--- src/rtl/param_fifo.sv ---
// param_fifo: synchronous FIFO with registered read data, registered status
// flags and one-cycle overflow/underflow pulses. Depth is 2**ADDR_W words.
//
// Optional feature: define PARAM_FIFO_STALL_EN to add a 16-bit LFSR driven
// read-stall generator. After each accepted read, rd_ready stays low for
// 0..7 cycles. Without the macro, rd_ready simply follows !empty.
//
// Memory contents are deliberately left unreset. count and the pointers are
// cleared, so stale words can never be read out.

module param_fifo #(
    parameter int          DATA_W    = 8,
    parameter int          ADDR_W    = 8,
    parameter int          AF_LEVEL  = (1 << ADDR_W) - 4,
    parameter int          AE_LEVEL  = 4,
    parameter logic [15:0] LFSR_SEED = 16'hACE1
) (
    input  logic              clk,
    input  logic              srst,
    input  logic [DATA_W-1:0] din,
    input  logic              wr_en,
    input  logic              rd_en,
    output logic [DATA_W-1:0] dout,
    output logic              valid,
    output logic              rd_ready,
    output logic              empty,
    output logic              full,
    output logic              almost_empty,
    output logic              almost_full,
    output logic [ADDR_W:0]   count,
    output logic              overflow,
    output logic              underflow
);

    localparam int              DEPTH   = 1 << ADDR_W;
    localparam logic [ADDR_W:0] DEPTH_C = (ADDR_W+1)'(DEPTH);
    localparam logic [ADDR_W:0] AF_C    = (ADDR_W+1)'(AF_LEVEL);
    localparam logic [ADDR_W:0] AE_C    = (ADDR_W+1)'(AE_LEVEL);

    logic [DATA_W-1:0] mem [DEPTH];

    logic [ADDR_W-1:0] wr_ptr_q, wr_ptr_d;
    logic [ADDR_W-1:0] rd_ptr_q, rd_ptr_d;
    logic [ADDR_W:0]   count_q, count_d;
    logic [DATA_W-1:0] dout_q, dout_d;
    logic              valid_q, valid_d;
    logic              rd_ready_q, rd_ready_d;
    logic              empty_q, empty_d;
    logic              full_q, full_d;
    logic              almost_empty_q, almost_empty_d;
    logic              almost_full_q, almost_full_d;
    logic              overflow_q, overflow_d;
    logic              underflow_q, underflow_d;

    logic              rd_accept_s;
    logic              wr_accept_s;
    logic [2:0]        stall_next_s;

`ifdef PARAM_FIFO_STALL_EN
    logic [15:0] lfsr_q, lfsr_d;
    logic [2:0]  stall_q;

    // Free-running Fibonacci LFSR and the post-read stall countdown.
    always_comb begin
        lfsr_d = {lfsr_q[14:0], lfsr_q[15] ^ lfsr_q[13] ^ lfsr_q[12] ^ lfsr_q[10]};
        if (rd_accept_s) begin
            stall_next_s = lfsr_q[2:0];
        end else if (stall_q != 3'd0) begin
            stall_next_s = stall_q - 3'd1;
        end else begin
            stall_next_s = stall_q;
        end
    end

    // LFSR and stall counter state; the LFSR restarts from the seed on reset.
    always_ff @(posedge clk or posedge srst) begin
        if (srst) begin
            lfsr_q  <= LFSR_SEED;
            stall_q <= 3'd0;
        end else begin
            lfsr_q  <= lfsr_d;
            stall_q <= stall_next_s;
        end
    end
`else
    assign stall_next_s = 3'd0;
`endif

    // Handshake decisions, pointer/count update and next-cycle flag values.
    always_comb begin
        // rd_ready_q already folds in both "not empty" and "stall expired".
        rd_accept_s = rd_en && rd_ready_q;
        // A full FIFO still takes a write when a read frees a slot on the same edge.
        wr_accept_s = wr_en && (!full_q || rd_accept_s);

        if (wr_accept_s) begin
            wr_ptr_d = wr_ptr_q + ADDR_W'(1);
        end else begin
            wr_ptr_d = wr_ptr_q;
        end

        if (rd_accept_s) begin
            rd_ptr_d = rd_ptr_q + ADDR_W'(1);
            dout_d   = mem[rd_ptr_q];
        end else begin
            rd_ptr_d = rd_ptr_q;
            dout_d   = dout_q;
        end

        case ({wr_accept_s, rd_accept_s})
            2'b10:   count_d = count_q + (ADDR_W+1)'(1);
            2'b01:   count_d = count_q - (ADDR_W+1)'(1);
            default: count_d = count_q;
        endcase

        // Flags come from count_d so they change on the same edge as count.
        valid_d        = rd_accept_s;
        empty_d        = (count_d == (ADDR_W+1)'(0));
        full_d         = (count_d == DEPTH_C);
        almost_empty_d = (count_d <= AE_C);
        almost_full_d  = (count_d >= AF_C);
        rd_ready_d     = (count_d != (ADDR_W+1)'(0)) && (stall_next_s == 3'd0);
        overflow_d     = wr_en && !wr_accept_s;
        // A read held off only by the stall counter is not an error.
        underflow_d    = rd_en && empty_q;
    end

    // Storage array write port; intentionally not reset.
    always_ff @(posedge clk) begin
        if (wr_accept_s) begin
            mem[wr_ptr_q] <= din;
        end
    end

    // Control and output registers with asynchronous reset.
    always_ff @(posedge clk or posedge srst) begin
        if (srst) begin
            wr_ptr_q       <= '0;
            rd_ptr_q       <= '0;
            count_q        <= '0;
            dout_q         <= '0;
            valid_q        <= 1'b0;
            rd_ready_q     <= 1'b0;
            empty_q        <= 1'b1;
            full_q         <= 1'b0;
            almost_empty_q <= 1'b1;
            almost_full_q  <= 1'b0;
            overflow_q     <= 1'b0;
            underflow_q    <= 1'b0;
        end else begin
            wr_ptr_q       <= wr_ptr_d;
            rd_ptr_q       <= rd_ptr_d;
            count_q        <= count_d;
            dout_q         <= dout_d;
            valid_q        <= valid_d;
            rd_ready_q     <= rd_ready_d;
            empty_q        <= empty_d;
            full_q         <= full_d;
            almost_empty_q <= almost_empty_d;
            almost_full_q  <= almost_full_d;
            overflow_q     <= overflow_d;
            underflow_q    <= underflow_d;
        end
    end

    assign dout         = dout_q;
    assign valid        = valid_q;
    assign rd_ready     = rd_ready_q;
    assign empty        = empty_q;
    assign full         = full_q;
    assign almost_empty = almost_empty_q;
    assign almost_full  = almost_full_q;
    assign count        = count_q;
    assign overflow     = overflow_q;
    assign underflow    = underflow_q;

endmodule

--- config.mk ---
export PLATFORM = sky130hd
export DESIGN_NAME = param_fifo
export DESIGN_NICKNAME = d
export VERILOG_FILES = /design/src/rtl/param_fifo.sv
export SDC_FILE = /design/constraint.sdc
export NUM_CORES = 2
export LEC_CHECK = 0
export ABC_CLOCK_PERIOD_IN_PS = 3790
export CORE_MARGIN = 3
export CORE_UTILIZATION = 57
export CTS_CLUSTER_DIAMETER = 30
export CTS_CLUSTER_SIZE = 40
export DETAILED_ROUTE_END_ITERATION = 10
export HOLD_SLACK_MARGIN = 0.05
export PLACE_DENSITY = 0.76
export SLEW_MARGIN = 0
export SYNTH_ARGS = -nofsm -noshare
export SYNTH_HDL_FRONTEND = slang
export SYNTH_SLANG_ARGS = --single-unit
--- constraint.sdc ---
create_clock -name clk -period 3.79 [get_ports clk]
set_input_delay 0.758 -clock clk [delete_from_list [all_inputs] [get_ports clk]]
set_output_delay 0.758 -clock clk [all_outputs]
set_load 0.05 [all_outputs]
Word-level counts from Yosys, hierarchy flattened --
Memory sizes are Yosys's and may differ from the RTL's. A register that Yosys moved wholly into a read port is not among the register bits. Cells that the tools add are included.
Word-level totals: flip-flop bits (word level) 33, output and inout port bits 25, input port bits 12, RAM bits 2048, memories 1
Memories:
- mem | words 256, width 8, read ports 1, clocked after Yosys merged registers in 1, wr ports 1, line 40 | logic [DATA_W-1:0] mem [DEPTH];
Cells by class: magnitude comparators 2, mux-type cells 3, add/subtract/negate cells 4, reduce and logical (&&, ||, !) cells 9, eq/ne operators 3
Operators with widths (count):
- 9-bit case mux with 2 select lines | 1
- 8-bit by 1-bit adder with 8-bit output (second input constant) | 2
- 9-bit by 1-bit adder with 9-bit output (second input constant) | 1
- 9-bit equality test (second input constant) | 1
- 9-bit by 8-bit >= comparator with 1-bit output (second input constant) | 1
- 9-bit by 3-bit <= comparator with 1-bit output (second input constant) | 1
- 9-bit zero test | 1
- 9-bit nonzero test | 1
- 9-bit by 1-bit subtractor with 9-bit output (second input constant) | 1
- 1-bit logical AND | 4
- 2-bit by 1-bit equality test with 1-bit output (second input constant) | 1
- 2-bit equality test (second input constant) | 1
- 1-bit zero test | 2
- 1-bit two-way mux | 2
- 1-bit logical OR | 1

Longest topological paths before layout --
depth in word-level cells 6, depth in mapped cells 15

Least setup slack after synthesis --
OpenSTA, ideal clock, no wires.
kind input to register, start point input port rd_en, end point register rd_ready_q, in the netlist rd_ready, library setup time 0.131 ns, required time 3.659 ns, path slack -0.600 ns, arrival 4.259 ns, stages 14, cell sequence nand2_1 -> a21boi_0 -> inv_1 -> ha_1 -> buf_2 -> buf_1 -> xor2_1 -> ha_1 -> or3b_4 -> a2111oi_4 -> a211oi_2 -> a221o_1 -> or4_4 -> or3_1
On the way: cells in the longest elaborated chain, start to end 6, elaborated cells between the ends (all ways) 7, classes of those cells 2 x eq/ne; 1 x mux; 4 x reduce/logical
RTL lines:
- start: declaration | line 22 | input logic rd_en,
- 1-bit logical AND (*) | line 92 | rd_accept_s = rd_en && rd_ready_q;
- 1-bit logical OR | line 94 | wr_accept_s = wr_en && (!full_q || rd_accept_s);
- 1-bit logical AND | line 94
- 2-bit by 1-bit equality test with 1-bit output / 2-bit equality test (equally long branches) | line 110 | case ({wr_accept_s, rd_accept_s})
- 9-bit case mux with 2 select lines (*) | line 110
- via count_d[6] | line 44 | logic [ADDR_W:0] count_q, count_d;
- 9-bit nonzero test (*) | line 122 | rd_ready_d = (count_d != (ADDR_W+1)'(0)) && (stall_next_s == 3'd0);
- via rd_ready_d | line 47 | logic rd_ready_q, rd_ready_d;
- end signal: assignment | line 156 | rd_ready_q <= rd_ready_d;
- end: declaration | line 47
The timed path passes the listed nets; every way through them passes the cells marked *. A chain may end at the register's enable or synchronous reset.

==> impl_metrics.ini <==
[layout]
layout_common_cells = edfxtp_1, buf_4, mux4_2
layout-drive-gt1-share_pct = 30.9
area_growth_pct = 22.4
final_common_cell = edfxtp_1
design_area_um2 = 100000
fill_cells = 7822
nets = 4800

[power]
peakVddDrop_uv = 691
power.density_nw_per_um2 = 792
internal-power_mw = 54.9
p_clk_share_pct = 41.3
p_seq_share_pct = 33.4
switchingPower_mw = 24.2
leakage_nw = 33.7
combPwrFrac_pct = 25.3
sw_frac_of_total_pct = 30.6

[detailed_routing]
wl_per_cell_um = 33.1
via_count = 46800
route.detailed.drc = 0
drtIter0Drc = 7351
ant_nets = 0
routed_wl_um = 231000
first_pass_iters = 6
via_per_inst = 6.72

[clocking]
root_buffer = clkbuf_16
htree_levels = 5
cts_buffer_depth = 4
postCtsSetupBuffers = 0
clock_sinks = 2089
ctsHoldBuffers = 0
insertion_delay_ns = 0.95
cts_tree = done
clk_pin_slew_worst_paths_ns = 0.05
numCtsBuffers = 365

[timing]
final_hold_viol_count = 0
finalSetupViolCount = 1
final.setup.tns_ns = -0.104
tightest_slew_ns = 1.37
slew_headroom_pct = 7.73
timing.final.crit_share_pct = 103
drv_slew = 0
rsz0062_at_grt = false
fin_crit_ns = 3.89
fin_ws_ns = -0.104
fmax_mhz = 257
skew_ns = 0.0569

[setup_path]
regToRegSetupSlack_ns = -0.10
end_kind = flip-flop
crit_start = rd_ptr_q[2]$_DFFE_PP0P_
start_kind = flip-flop
critical-path-max-stage-delay_ns = 0.78
crit_top_cell = buf_4
r2r_cells = 9
path_class = reg -> reg
timing.rr.end = dout[6]$_DFFE_PP0P_
crit_path_top_delay_cell = dfrtp_4
arrival_ns = 4.70
critical_path_required_ns = 4.60
cp_max_fo = 24
path_cells = buf_4 -> mux4_2 -> mux2i_1 -> nor2_1 -> nor4_1 -> buf_4 -> o311ai_0 -> nor4bb_1 -> a211o_1
r2r_start = rd_ptr_q[2]$_DFFE_PP0P_

[logic_synthesis]
ys_ff_latch = 2089
synth_cell_types = 72
syn_nets = 4129
synth_edf_count = 2048
yosys_warnings = 0
synth_ff_type = edfxtp_1
syn_avg_cell_area_um2 = 19.9
synth_area_um2 = 81700
synth_seq_area_share_pct = 76.6
synth-async-reset-ratio_pct = 1.96
synth_cells = 4109

[global_routing]
grt_antenna_before_repair = 10
grt_max_degree = 124
grt_pass1_wl_um = 336000
grt-ovfl-total = 0
grt_util_met2_pct = 48.4
track_usage_pct = 31.7
met1_usage_pct = 41.0
met3_usage_pct = 9.95
top_usage_layer = met2
grt_pass1_vias = 48600

[die]
io_pins = 37
dieArea_um2 = 148000
die_w_um = 385
core_area_um2 = 142000
die_h_um = 385
std_cell_rows = 138
initial_core_util_pct = 57.5

[outcome]
violations = setup timing
status = finished, violations left

[run]
maxCapViolations = 0

[min_path]
hold_class = in -> async

[placed_design]
gp_congestion = 0.893
dp_slack_ns = -0.500
dp_hpwl_um = 134000
place_area_um2 = 87700
portBuffers = 36
==> metrics by stage <==
| stage | utilization (%) | std cells | hold WS [ns] | power (mW) |
|---|---|---|---|---|
| after floorplan | - | 4109 | 0.475 | 38.6 |
| after global placement | 61.8 | 6303 | 0.498 | 45.8 |
| after detailed placement | 61.8 | 6303 | 0.524 | 46.0 |
| after CTS | 70.4 | 6958 | 0.349 | 78.9 |
| after global routing | 70.4 | 6958 | 0.404 | 80.9 |
| final | 70.4 | 6964 | 0.371 | 79.2 |
==> Yosys cell counts, drive strengths merged, types with 8 or more instances <==
cell	count	area share, %
o21ai	46	0.28
nand3	38	0.23
mux4	385	11
mux2	18	0.25
xnor2	18	0.19
nand2	106	0.49
a221oi	12	0.13
inv	19	0.087
nand2b	8	0.061
dfrtp	39	1.2
ha	8	0.12
nor4	17	0.13
o22ai	62	0.47
nor3	49	0.30
a22o	10	0.11
clkbuf	132	0.61
nor2b	23	0.18
a31oi	15	0.11
nor2	284	1.3
a221o	8	0.098
mux2i	310	3.8
edfxtp	2048	75
buf	119	0.90
a211oi	28	0.26
a22oi	43	0.40
o211ai	10	0.092
a21oi	89	0.55
o221ai	63	0.68
==> how the worst max path moves through the flow <==
stage                                      to  slack (ns)  depth (start not counted)
after floorplan            rd_ready$_DFF_PP0_       -0.04                         14
after global placement     rd_ready$_DFF_PP0_       -0.41                         13
after detailed placement   rd_ready$_DFF_PP0_       -0.50                         13
after CTS                 dout[6]$_DFFE_PP0P_        0.07                          9
after global routing      dout[6]$_DFFE_PP0P_        0.02                          9
final                     dout[6]$_DFFE_PP0P_       -0.10                          9
==> flip-flops by register name, summed over array words and instances (netlist names), 8 cells and up <==
signal    flops
mem        2048
count         9
dout          8
rd_ptr_q      8
wr_ptr_q      8
==> kinds of logic (layout without fill, tap and decap cells) <==
group                    after synthesis  in the layout  share of synthesized area (%)
buffers and inverters                270           1229                           1.60
AND/OR/NAND/NOR                      567            567                           3.05
multiplexers                         713            713                           14.7
XOR/XNOR                              22             22                          0.236
flip-flops                          2089           2089                           76.6
AO/OA/AOI/OAI                        440            440                           3.77
adder cells (fa/ha/maj)                8              8                          0.123
other                                  0              6                              0
==> cell type report <==
class	count	area (um^2)	area share, %
Antenna cell	6	15.0	0.0150
Inverter	19	73.8	0.0738
Timing Repair Buffer	555	4740	4.74
Tap cell	1890	2360	2.37
Clock buffer	405	9440	9.44
Clock inverter	250	2820	2.82
Sequential cell	2089	62500	62.6
Multi-Input combinational cell	1750	18000	18.0
==> power by group through the flow <==
stage	logic, mW	registers, mW	clock network [mW]
3_3_place_gp	18.9	26.8	0
2_1_floorplan	11.9	26.7	0
6_report	20.0	26.5	32.7
5_1_grt	20.6	26.5	33.9
4_1_cts	19.6	26.4	32.9
3_5_place_dp	19.2	26.9	0
==> critical path: cells and delay by family (launching register included) <==
| family | cells | cell delay (ns) |
|---|---|---|
| AND/OR/NAND/NOR | 3 | 0.88 |
| buffers and inverters | 2 | 0.80 |
| flip-flops | 1 | 0.78 |
| AO/OA/AOI/OAI | 2 | 0.71 |
| multiplexers | 2 | 0.58 |
==> timing repair <==
action                     4_1_cts  5_1_grt
setup endpoints to repair        1        1
resized for setup                1        1
pin swaps                        0        0
==> metal layers <==
layer	vias up	share of wire, %	routed length [um]
li1	18400	-	-
met4	10	6.0	13800
met5	-	0.027	62
met1	23700	34	77300
met3	822	14	31600
met2	3858	47	108000
(Power assumes the default switching activity.)
